`config.mk`:
```
export PLATFORM = sky130hd
export DESIGN_NAME = sprite_fetcher
export DESIGN_NICKNAME = d
export VERILOG_FILES = /design/src/rtl/genius_pkg.sv /design/src/rtl/pix_delay.sv /design/src/rtl/sprite_fetcher.sv
export SDC_FILE = /design/constraint.sdc
export NUM_CORES = 1
export LEC_CHECK = 0
export CAP_MARGIN = 20
export CORE_MARGIN = 5
export CORE_UTILIZATION = 40
export CTS_CLUSTER_DIAMETER = 30
export CTS_CLUSTER_SIZE = 40
export DETAILED_ROUTE_END_ITERATION = 16
export PLACE_DENSITY_LB_ADDON = 0.05
export SETUP_SLACK_MARGIN = 0.4
export SLEW_MARGIN = 10
export SYNTH_ARGS = -nofsm -noshare
export SYNTH_HDL_FRONTEND = slang
export SYNTH_SLANG_ARGS = --single-unit
```
`constraint.sdc`:
```
create_clock -name IN_CLK -period 5.7 [get_ports IN_CLK]
set_input_delay 0.855 -clock IN_CLK [delete_from_list [all_inputs] [get_ports IN_CLK]]
set_output_delay 0.855 -clock IN_CLK [all_outputs]
set_load 0.03 [all_outputs]
```
`src/rtl/genius_pkg.sv`:
```
// genius_pkg
// Shared definitions for the sprite path in front of memory_block:
//   - sel_e        : image selector encoding understood by memory_block
//   - PIX_W/WORD_W : one pixel is 24-bit RGB, one ROM word packs two pixels
//   - fetch_state_e: frame synchronisation state of sprite_fetcher
package genius_pkg;

   localparam int unsigned PIX_W  = 24;
   localparam int unsigned WORD_W = 48;

   typedef enum logic [2:0] {
      BACKGROUND    = 3'd0,
      POWER_BTN_ON  = 3'd1,
      RED_BTN_ON    = 3'd2,
      GREEN_BTN_ON  = 3'd3,
      BLUE_BTN_ON   = 3'd4,
      YELLOW_BTN_ON = 3'd5,
      WIN_SCREEN    = 3'd6,
      LOSE_SCREEN   = 3'd7
   } sel_e;

   typedef enum logic {
      WAIT_FRAME = 1'b0,
      RUN        = 1'b1
   } fetch_state_e;

endpackage

```
`src/rtl/pix_delay.sv`:
```
// pix_delay
// N-deep, W-wide shift register with asynchronous clear, used to keep
// side-band flags in step with the memory read pipeline.
//   clk_i  : clock
//   rst_ni : asynchronous active-low clear of every stage
//   d_i    : value entering the line
//   q_o    : value leaving the line N clocks later
module pix_delay #(
   parameter int unsigned W = 1,
   parameter int unsigned N = 3
) (
   input  logic         clk_i,
   input  logic         rst_ni,
   input  logic [W-1:0] d_i,
   output logic [W-1:0] q_o
);

   logic [W-1:0] stage_q [N];

   always_ff @(posedge clk_i or negedge rst_ni) begin
      if (!rst_ni) begin
         for (int i = 0; i < N; i++) stage_q[i] <= '0;
      end else begin
         stage_q[0] <= d_i;
         for (int i = 1; i < N; i++) stage_q[i] <= stage_q[i-1];
      end
   end

   assign q_o = stage_q[N-1];

endmodule

```
`src/rtl/sprite_fetcher.sv`:
```
// sprite_fetcher
// Turns the VGA raster position into memory_block word addresses for a
// rectangular sprite window and splits each returned 48-bit word into two
// 24-bit pixels, one pixel per clock, 3 clocks after the raster position.
//   IN_CLK, IN_RST_N   : clock, asynchronous active-low reset
//   IN_X, IN_Y, IN_DE  : raster position and display enable
//   IN_SEL             : requested image, latched at frame start
//   MEM_RGB            : word from memory_block (even pixel in [47:24])
//   OUT_ADDR           : word address to memory_block
//   OUT_SELECTOR       : image selector to memory_block
//   OUT_RGB/HIT/DE     : aligned pixel, sprite flag and display enable
module sprite_fetcher
   import genius_pkg::*;
#(
   parameter int unsigned       SPR_X0 = 0,
   parameter int unsigned       SPR_Y0 = 0,
   parameter int unsigned       SPR_W  = 24,
   parameter int unsigned       SPR_H  = 21,
   parameter logic [PIX_W-1:0]  BG_RGB = 24'h000000
) (
   input  logic                IN_CLK,
   input  logic                IN_RST_N,
   input  logic [9:0]          IN_X,
   input  logic [9:0]          IN_Y,
   input  logic                IN_DE,
   input  logic [2:0]          IN_SEL,
   input  logic [WORD_W-1:0]   MEM_RGB,
   output logic [15:0]         OUT_ADDR,
   output logic [2:0]          OUT_SELECTOR,
   output logic [PIX_W-1:0]    OUT_RGB,
   output logic                OUT_HIT,
   output logic                OUT_DE
);

   localparam logic [10:0] X_LO       = 11'(SPR_X0);
   localparam logic [10:0] X_HI       = 11'(SPR_X0 + SPR_W);
   localparam logic [10:0] Y_LO       = 11'(SPR_Y0);
   localparam logic [10:0] Y_HI       = 11'(SPR_Y0 + SPR_H);
   localparam logic [10:0] Y_LAST     = 11'(SPR_Y0 + SPR_H - 1);
   localparam logic [9:0]  X0_10      = 10'(SPR_X0);
   localparam logic [9:0]  X_LAST_OFF = 10'(SPR_W - 1);
   localparam logic [15:0] HALF_W     = 16'(SPR_W / 2);

   fetch_state_e state_q;
   logic [15:0] rowBase_q, rowBase_d;
   logic [15:0] colWord_q, colWord_d;
   logic [15:0] addr_q, addr_d;
   logic [2:0]  sel_q;
   logic [PIX_W-1:0] rgb_q;
   logic        hit_q, de_q;

   logic [10:0] xExt, yExt;
   logic [9:0]  xOff;
   logic        frameStart, inWin, active;
   logic [15:0] rowBaseEff, colWordEff, fetchAddr;
   logic [2:0]  lineOut;

   assign xExt       = {1'b0, IN_X};
   assign yExt       = {1'b0, IN_Y};
   assign xOff       = IN_X - X0_10;
   assign frameStart = IN_DE && (IN_X == 10'd0) && (IN_Y == 10'd0);
   assign inWin      = IN_DE && (xExt >= X_LO) && (xExt < X_HI)
                       && (yExt >= Y_LO) && (yExt < Y_HI);
   // The frame-start pixel itself may lie in the window, so it counts as
   // active even though the state register still says WAIT_FRAME.
   assign active     = inWin && ((state_q == RUN) || frameStart);

   // Counter next-state. A frame start forces both counters to zero before
   // anything else is applied; the last window row and the last window
   // column never advance, which keeps the address within the image.
   always_comb begin
      rowBaseEff = frameStart ? 16'd0 : rowBase_q;
      colWordEff = (xOff == 10'd0) ? 16'd0 : colWord_q;
      fetchAddr  = rowBaseEff + colWordEff;
      rowBase_d  = rowBaseEff;
      colWord_d  = frameStart ? 16'd0 : colWord_q;
      addr_d     = addr_q;
      if (active) begin
         colWord_d = colWordEff;
         if (!xOff[0]) begin
            addr_d = fetchAddr;
         end else if (xOff != X_LAST_OFF) begin
            colWord_d = colWordEff + 16'd1;
         end
         if ((xOff == X_LAST_OFF) && (yExt != Y_LAST)) begin
            rowBase_d = rowBaseEff + HALF_W;
         end
      end
   end

   // {de, hit, half} ride two stages while the address and ROM registers
   // do their work; the output register below is the third stage.
   pix_delay #(.W(3), .N(2)) uDelay (
      .clk_i  (IN_CLK),
      .rst_ni (IN_RST_N),
      .d_i    ({IN_DE, active, xOff[0]}),
      .q_o    (lineOut)
   );

   // Frame sync state, counters, selector latch and output stage.
   always_ff @(posedge IN_CLK or negedge IN_RST_N) begin
      if (!IN_RST_N) begin
         state_q   <= WAIT_FRAME;
         rowBase_q <= 16'd0;
         colWord_q <= 16'd0;
         addr_q    <= 16'd0;
         sel_q     <= 3'b000;
         rgb_q     <= BG_RGB;
         hit_q     <= 1'b0;
         de_q      <= 1'b0;
      end else begin
         if (frameStart) begin
            state_q <= RUN;
            sel_q   <= IN_SEL;
         end
         rowBase_q <= rowBase_d;
         colWord_q <= colWord_d;
         addr_q    <= addr_d;
         de_q      <= lineOut[2];
         hit_q     <= lineOut[1];
         if (!lineOut[1])     rgb_q <= BG_RGB;
         else if (lineOut[0]) rgb_q <= MEM_RGB[PIX_W-1:0];
         else                 rgb_q <= MEM_RGB[WORD_W-1:PIX_W];
      end
   end

   assign OUT_ADDR     = addr_q;
   assign OUT_SELECTOR = sel_q;
   assign OUT_RGB      = rgb_q;
   assign OUT_HIT      = hit_q;
   assign OUT_DE       = de_q;

endmodule

```
======== Yosys cells after proc, flatten, opt, wreduce, memory -nomap -nowiden ========
Cells that the tools add are included.
word-level totals
  memories ................................ 0
  bits in writable memories ............... 0
  input port bits ......................... 74
  output and inout bits ................... 45
  register bits after elaboration ......... 84
  word-level logic and storage cells ...... 44
  bits in read-only memories .............. 0
  latch bits .............................. 0
cells by class
  equal/unequal tests ..................... 3
  mux-type cells .......................... 10
  reductions and logical operators ........ 13
  shift operators ......................... 0
  bitwise logic cells ..................... 1
  multiply operators ...................... 0
  divide/modulo/power cells ............... 0
  $lt $le $gt $ge ......................... 4
  add/subtract/negate cells ............... 3
operator list
  operator               count
  $mux 16                8
  $mux 24                2
  $ge 10x1->1 const B    2
  $logic_not 10->1       2
  $lt 10x5->1 const B    2
  $ne 10x5->1 const B    2
  $add 16x1->16 const B  1
  $add 16x16->16         1
  $add 16x4->16 const B  1
  $eq 10x5->1 const B    1
  $logic_and 1x1->1      8
  $reduce_and 2->1       1
  $reduce_bool 2->1      1
  $logic_or 1x1->1       1
  $not 1->1              1

======== Depth between registers and ports, before layout ========
  word-level depth ........................ 7
  depth in mapped cells ................... 15
  mapped depth without buffers ............ 12

======== Hierarchy ========
Synthesis repeated with hierarchy kept, for this count alone.
unflattened totals
  cell total of the unflattened synthesis .. 464
  area total of the unflattened synthesis .. 4,658.2 um^2
modules (own cells, without submodules)
  module          cells each  area each (um^2)  times used  seq. area each (um^2)
  sprite_fetcher  455         4,485.6           1           1,951.9
  pix_delay       9           172.7             1           150.1

======== Worst setup path before layout ========
Ideal clock, no wire load.
  kind .................................... input -> register
  start ................................... in IN_X[8]
  end ..................................... reg addr_q[14], in the netlist OUT_ADDR[14]
  path slack .............................. 1,248 ps
  path buffers ............................ 4
  setup time .............................. 70 ps
  data required time ...................... 5,630 ps
  arrival ................................. 4,382 ps
  stages .................................. 15
  cells stage by stage .................... or4_1 > clkbuf_1 > or3_1 > clkbuf_1 > clkbuf_1 > clkbuf_1 > and2_1 > ha_1 > fa_1 > a211oi_1 > o211ai_1 > a311oi_1 > a211oi_1 > a2111o_1 > nand3_1
between the ends
  longest elaborated chain between the ends .. 7
  elaborated cells on any way between the ends .. 15
  those cells by class .................... 1 x add/sub; 2 x order compare; 2 x mux; 10 x reduce/logical
RTL lines
  what                                                    line                   text
  start: declaration                                      sprite_fetcher.sv:23   input logic [9:0] IN_X,
  branches (longest 7 deep; another with $add 16x16->16)  --
  end signal: assignment                                  sprite_fetcher.sv:118  addr_q <= addr_d;
  end: declaration                                        sprite_fetcher.sv:47   logic [15:0] addr_q, addr_d;
Parallel ways; which one is timed is not known.
A chain may end at the register's enable or synchronous reset.

======== Final worst setup path ========
  start ................................... in IN_X[0]
  end ..................................... reg addr_q[14], in the netlist OUT_ADDR[14]
Same word-level chain as after synthesis.

==> metrics.sh <==
STATUS='finished, final reports clean'
MIN-DELAY-START='uDelay.stage_q[5]'
ANTENNA_CELLS_INSERTED=0
WORSTSETUPPATHTYPE='primary input to flip-flop'
DRT_FIRST_ITER_VIOLATIONS=169
HIGHEST_LAYER='met4'
TIMING.RR.START='colWord_q[0]'
WORST_SKEW_PAIR.LATE_LATENCY_NS=0.34
POWER_PER_CELL_AREA_nW_PER_UM2=211
MIN-DELAY-PATH-CLASS='flip-flop to flip-flop'
CRITPATHARRIVALTIME_NS=4.85
CTS_NUM_SINKS=84
POST_CTS.REPAIR.SETUP_BUFFERS=0
ENDPOINT_KIND='flip-flop'
COREAREA_UM2=11400
LEAKAGEPOWER_nW=2.80
SYNTH-SEQ-CELLS=84
TOTAL_CTS_BUFFERS=9
SYNTH_TOP_AREA_SHARE_PCT=45.4
FINALSETUPTNS_NS=0
SYNTH.NET_COUNT=574
NUM_VIAS=4019
FINAL_CORE_UTILIZATION_PCT=55.2
CRIT_CHAIN='clkdlybuf4s50_1, or4_1, or3_1, and2_1, ha_1, fa_1, a211oi_1, o211ai_1, a311oi_1, a211oi_1, a2111o_1, nand3_1'
SYNTHTOPCELLSBYAREA='sky130_fd_sc_hd__dfrtp_1, sky130_fd_sc_hd__mux2i_1, sky130_fd_sc_hd__ha_1'
DRT_FIRST_PASS_ITERS=4
FLOORPLAN.INITIALDENSITY_PCT=40.7
SHARE_OF_FINAL_LAYOUT_STANDARD_CELLS_STRONGER_THAN_DRIVE_STRENGTH_1_PCT=4.80
DP.FINAL_HPWL_UM=9780
CRITPATHMOSTFREQUENTCELL='sky130_fd_sc_hd__a211oi_1'
PORT_BUFFERS=118
CTS.PATH.MAX_BUFFERS=2
DIEAREA_UM2=13800
HOLD_BUFS_AT_CTS=0
GRT_START_MAX_NET_PINS=55
GRT_PASS1_WL_UM=21100
GRT_SETUP_UNREPAIRED='false'
DRT-MET1-WL_UM=5530
SYNTH.CELLS.MOST_FREQUENT='sky130_fd_sc_hd__dfrtp_1, sky130_fd_sc_hd__nand2_1, sky130_fd_sc_hd__o21ai_0'
NUMBER_OF_FAILING_HOLD_ENDPOINTS_AT_THE_FINAL_STAGE=0
CLOCK-ROOT-BUFFER='sky130_fd_sc_hd__clkbuf_16'
FINALWORSTPATHREQUIREDPERIOD_NS=4.56
SETUP.REG_TO_REG.WORST_SLACK_NS=3.05
POST-ROUTE-PERIOD-UTIL_PCT=80.1
I_O_PINS=119
REMAINING_DRC_ERRORS=0
TIMING.FINAL.SETUP_VIOLATIONS=0
AREA_LEADER_NETLIST='sky130_fd_sc_hd__dfrtp_1'
YOSYS.CELL_COUNT.TOP_TYPE='sky130_fd_sc_hd__dfrtp_1'
TIMING_MAX_TRANSITION_VIOLATIONS_FINAL=0
MAX_CAP_VIOLATIONS=0
FINAL_NET_COUNT=690
AREA.GROWTH.SYNTH_TO_FINAL_PCT=35.7
ACHIEVABLE-FREQUENCY_GHz=0.219
CTS.REPAIR.RESIZED=0
ROUTED_WL_UM=12800
SYNTH_CELL_TYPES=55
ROUTE.MET3.WL_UM=787
WORST_CLOCK_SKEW_NS=0.00985
MAX_SLEW.WORST_PIN.SLEW_NS=0.927
CRIT_REQUIRED_NS=5.98
TIMING.CRITICAL_PATH.SLOWEST_STAGE_CELL='sky130_fd_sc_hd__or4_1'
ANT_NETS=0
SLEW_HEADROOM_PCT=37.6
TIMING.FINAL.WS_SETUP_NS=1.14
VERTICAL_EXTENT_OF_THE_DIE_UM=118
PATH_MAX_FANOUT=12
WORST_SETUP_HOLD_PATH_CLK_SLEW_NS=0.07
TRACK_USAGE_PCT=18.6
POST_DRT_VIA_CELL_RATIO=5.38
SEQ_AREA_FRAC_SYNTH_PCT=45.4
CTS_TREE='built'
GRT_OVERFLOW=0
SETUP.WORST_PATH.START_CLASS='primary input'
VIA_COUNT_OF_THE_FIRST_GLOBAL_ROUTING_PASS=4071
SYNTHESIS.YOSYS.WARNINGS=0
SYNTHARSTFLOPSHARE_PCT=100
POSTSYNTH.TOPFLOPCELL='sky130_fd_sc_hd__dfrtp_1'
GP_CONGESTION=0.844
NETLIST_INSTANCES=483
REPORT.POWER.TOTAL_W=0.00132
IR_DROP_WORST_CASE_VDD_V=0.000152
WORST_PATH_LARGEST_CELL_DELAY_NS=0.65
SYNTHESIS.AREA_PER_INSTANCE_UM2=9.58
WORST_SETUP_PATH_STARTPOINT='IN_X[0]'
PLACEMENTROWS=39
SYNTH_ENABLE_FLOP_CELLS=0
DETAILEDPLACE.WORSTSLACK_NS=0.793
CLOCK_TREE.HTREE_LEVEL_COUNT=3
ANTENNA_VIOLATIONS_BEFORE_REPAIR=0
MET2ROUTEDLENGTH_UM=6200
MAPPEDNETLISTAREA_UM2=4630
AVGROUTEDWIREPERCELL_UM=17.1
DIE_W_UM=118
[cells by family after synthesis]
logic type | share of synthesized area (%)
fa+ha+maj | 4.76
buf+inv | 3.22
mux | 5.84
flops | 45.4
xor+xnor | 3.41
simple gates | 22.0
compound gates | 15.3
[state kept, by name, indices dropped and copies added (netlist names)]
register        cells
uDelay.stage_q      3
OUT_DE              1
OUT_HIT             1
OUT_RGB            24
OUT_SELECTOR        3
uDelay.q_o          3
colWord_q          16
state_q             1
rowBase_q          16
OUT_ADDR           16
[routing by layer]
layer  global-route usage (%)  vias up
met3                     4.37       15
met4                     6.52        0
li1                         -     1984
met2                     31.0      135
met5                        0        -
met1                     23.6     1885
[worst max-delay path, delay by kind of cell]
kind,cells,cell delay [ns]
AND/OR/NAND/NOR,4,1.51
AO/OA/AOI/OAI,5,1.32
buffers and inverters,1,0.51
adder cells (fa/ha/maj),2,0.65
[metrics by stage]
| stage | cells | hold WS (ns) | instance area (um^2) |
|---|---|---|---|
| after floorplan | 483 | 0.331 | 4630 |
| after global placement | 731 | 0.333 | 5950 |
| after detailed placement | 731 | 0.336 | 5950 |
| after CTS | 747 | 0.346 | 6270 |
| after global routing | 747 | 0.351 | 6270 |
| final | 747 | 0.343 | 6270 |
[final cells by class]
class | count | area [um^2]
clock buffer | 9 | 225
clock inverter | 7 | 98.8
fill | 1067 | 5090
inverter | 17 | 63.8
multi-input combinational | 362 | 2370
sequential | 84 | 2100
tap | 143 | 179
timing repair buffer | 125 | 1230
[report_power, final]
group	switching, W	internal [W]	total [W]
clock	0.000248	0.000387	0.000635
sequential	0.000000483	0.000598	0.000598
combinational	0.0000335	0.0000543	0.0000878
[layout by cell type (no fill, tap or decap), drive strengths merged, types with 3 or more instances in the layout]
| cell | n |
|---|---|
| dfrtp | 84 |
| nor4 | 7 |
| nor2b | 28 |
| buf | 8 |
| a211oi | 3 |
| nor3 | 9 |
| a21o | 4 |
| or3 | 4 |
| mux2i | 27 |
| ha | 16 |
| and2 | 24 |
| or4 | 7 |
| a31oi | 8 |
| nand4 | 12 |
| inv | 19 |
| clkdlybuf4s50 | 117 |
| nor2 | 19 |
| and4 | 3 |
| xor2 | 13 |
| nand2 | 47 |
| o31ai | 13 |
| xnor2 | 5 |
| o21ai | 38 |
| a21oi | 18 |
| nand3 | 17 |
| clkbuf | 9 |
| o211ai | 6 |
| and3 | 5 |
[worst paths after layout]
kind	endpoint	cells after the start
setup / recovery	OUT_ADDR[14]	12
hold / removal	uDelay.q_o[2]	0
setup reg to reg	OUT_ADDR[14]	9
hold reg to reg	uDelay.q_o[2]	0
max in group asynchronous	OUT_RGB[20]	2
min in group asynchronous	OUT_RGB[18]	1
(Power assumes the default switching activity.)
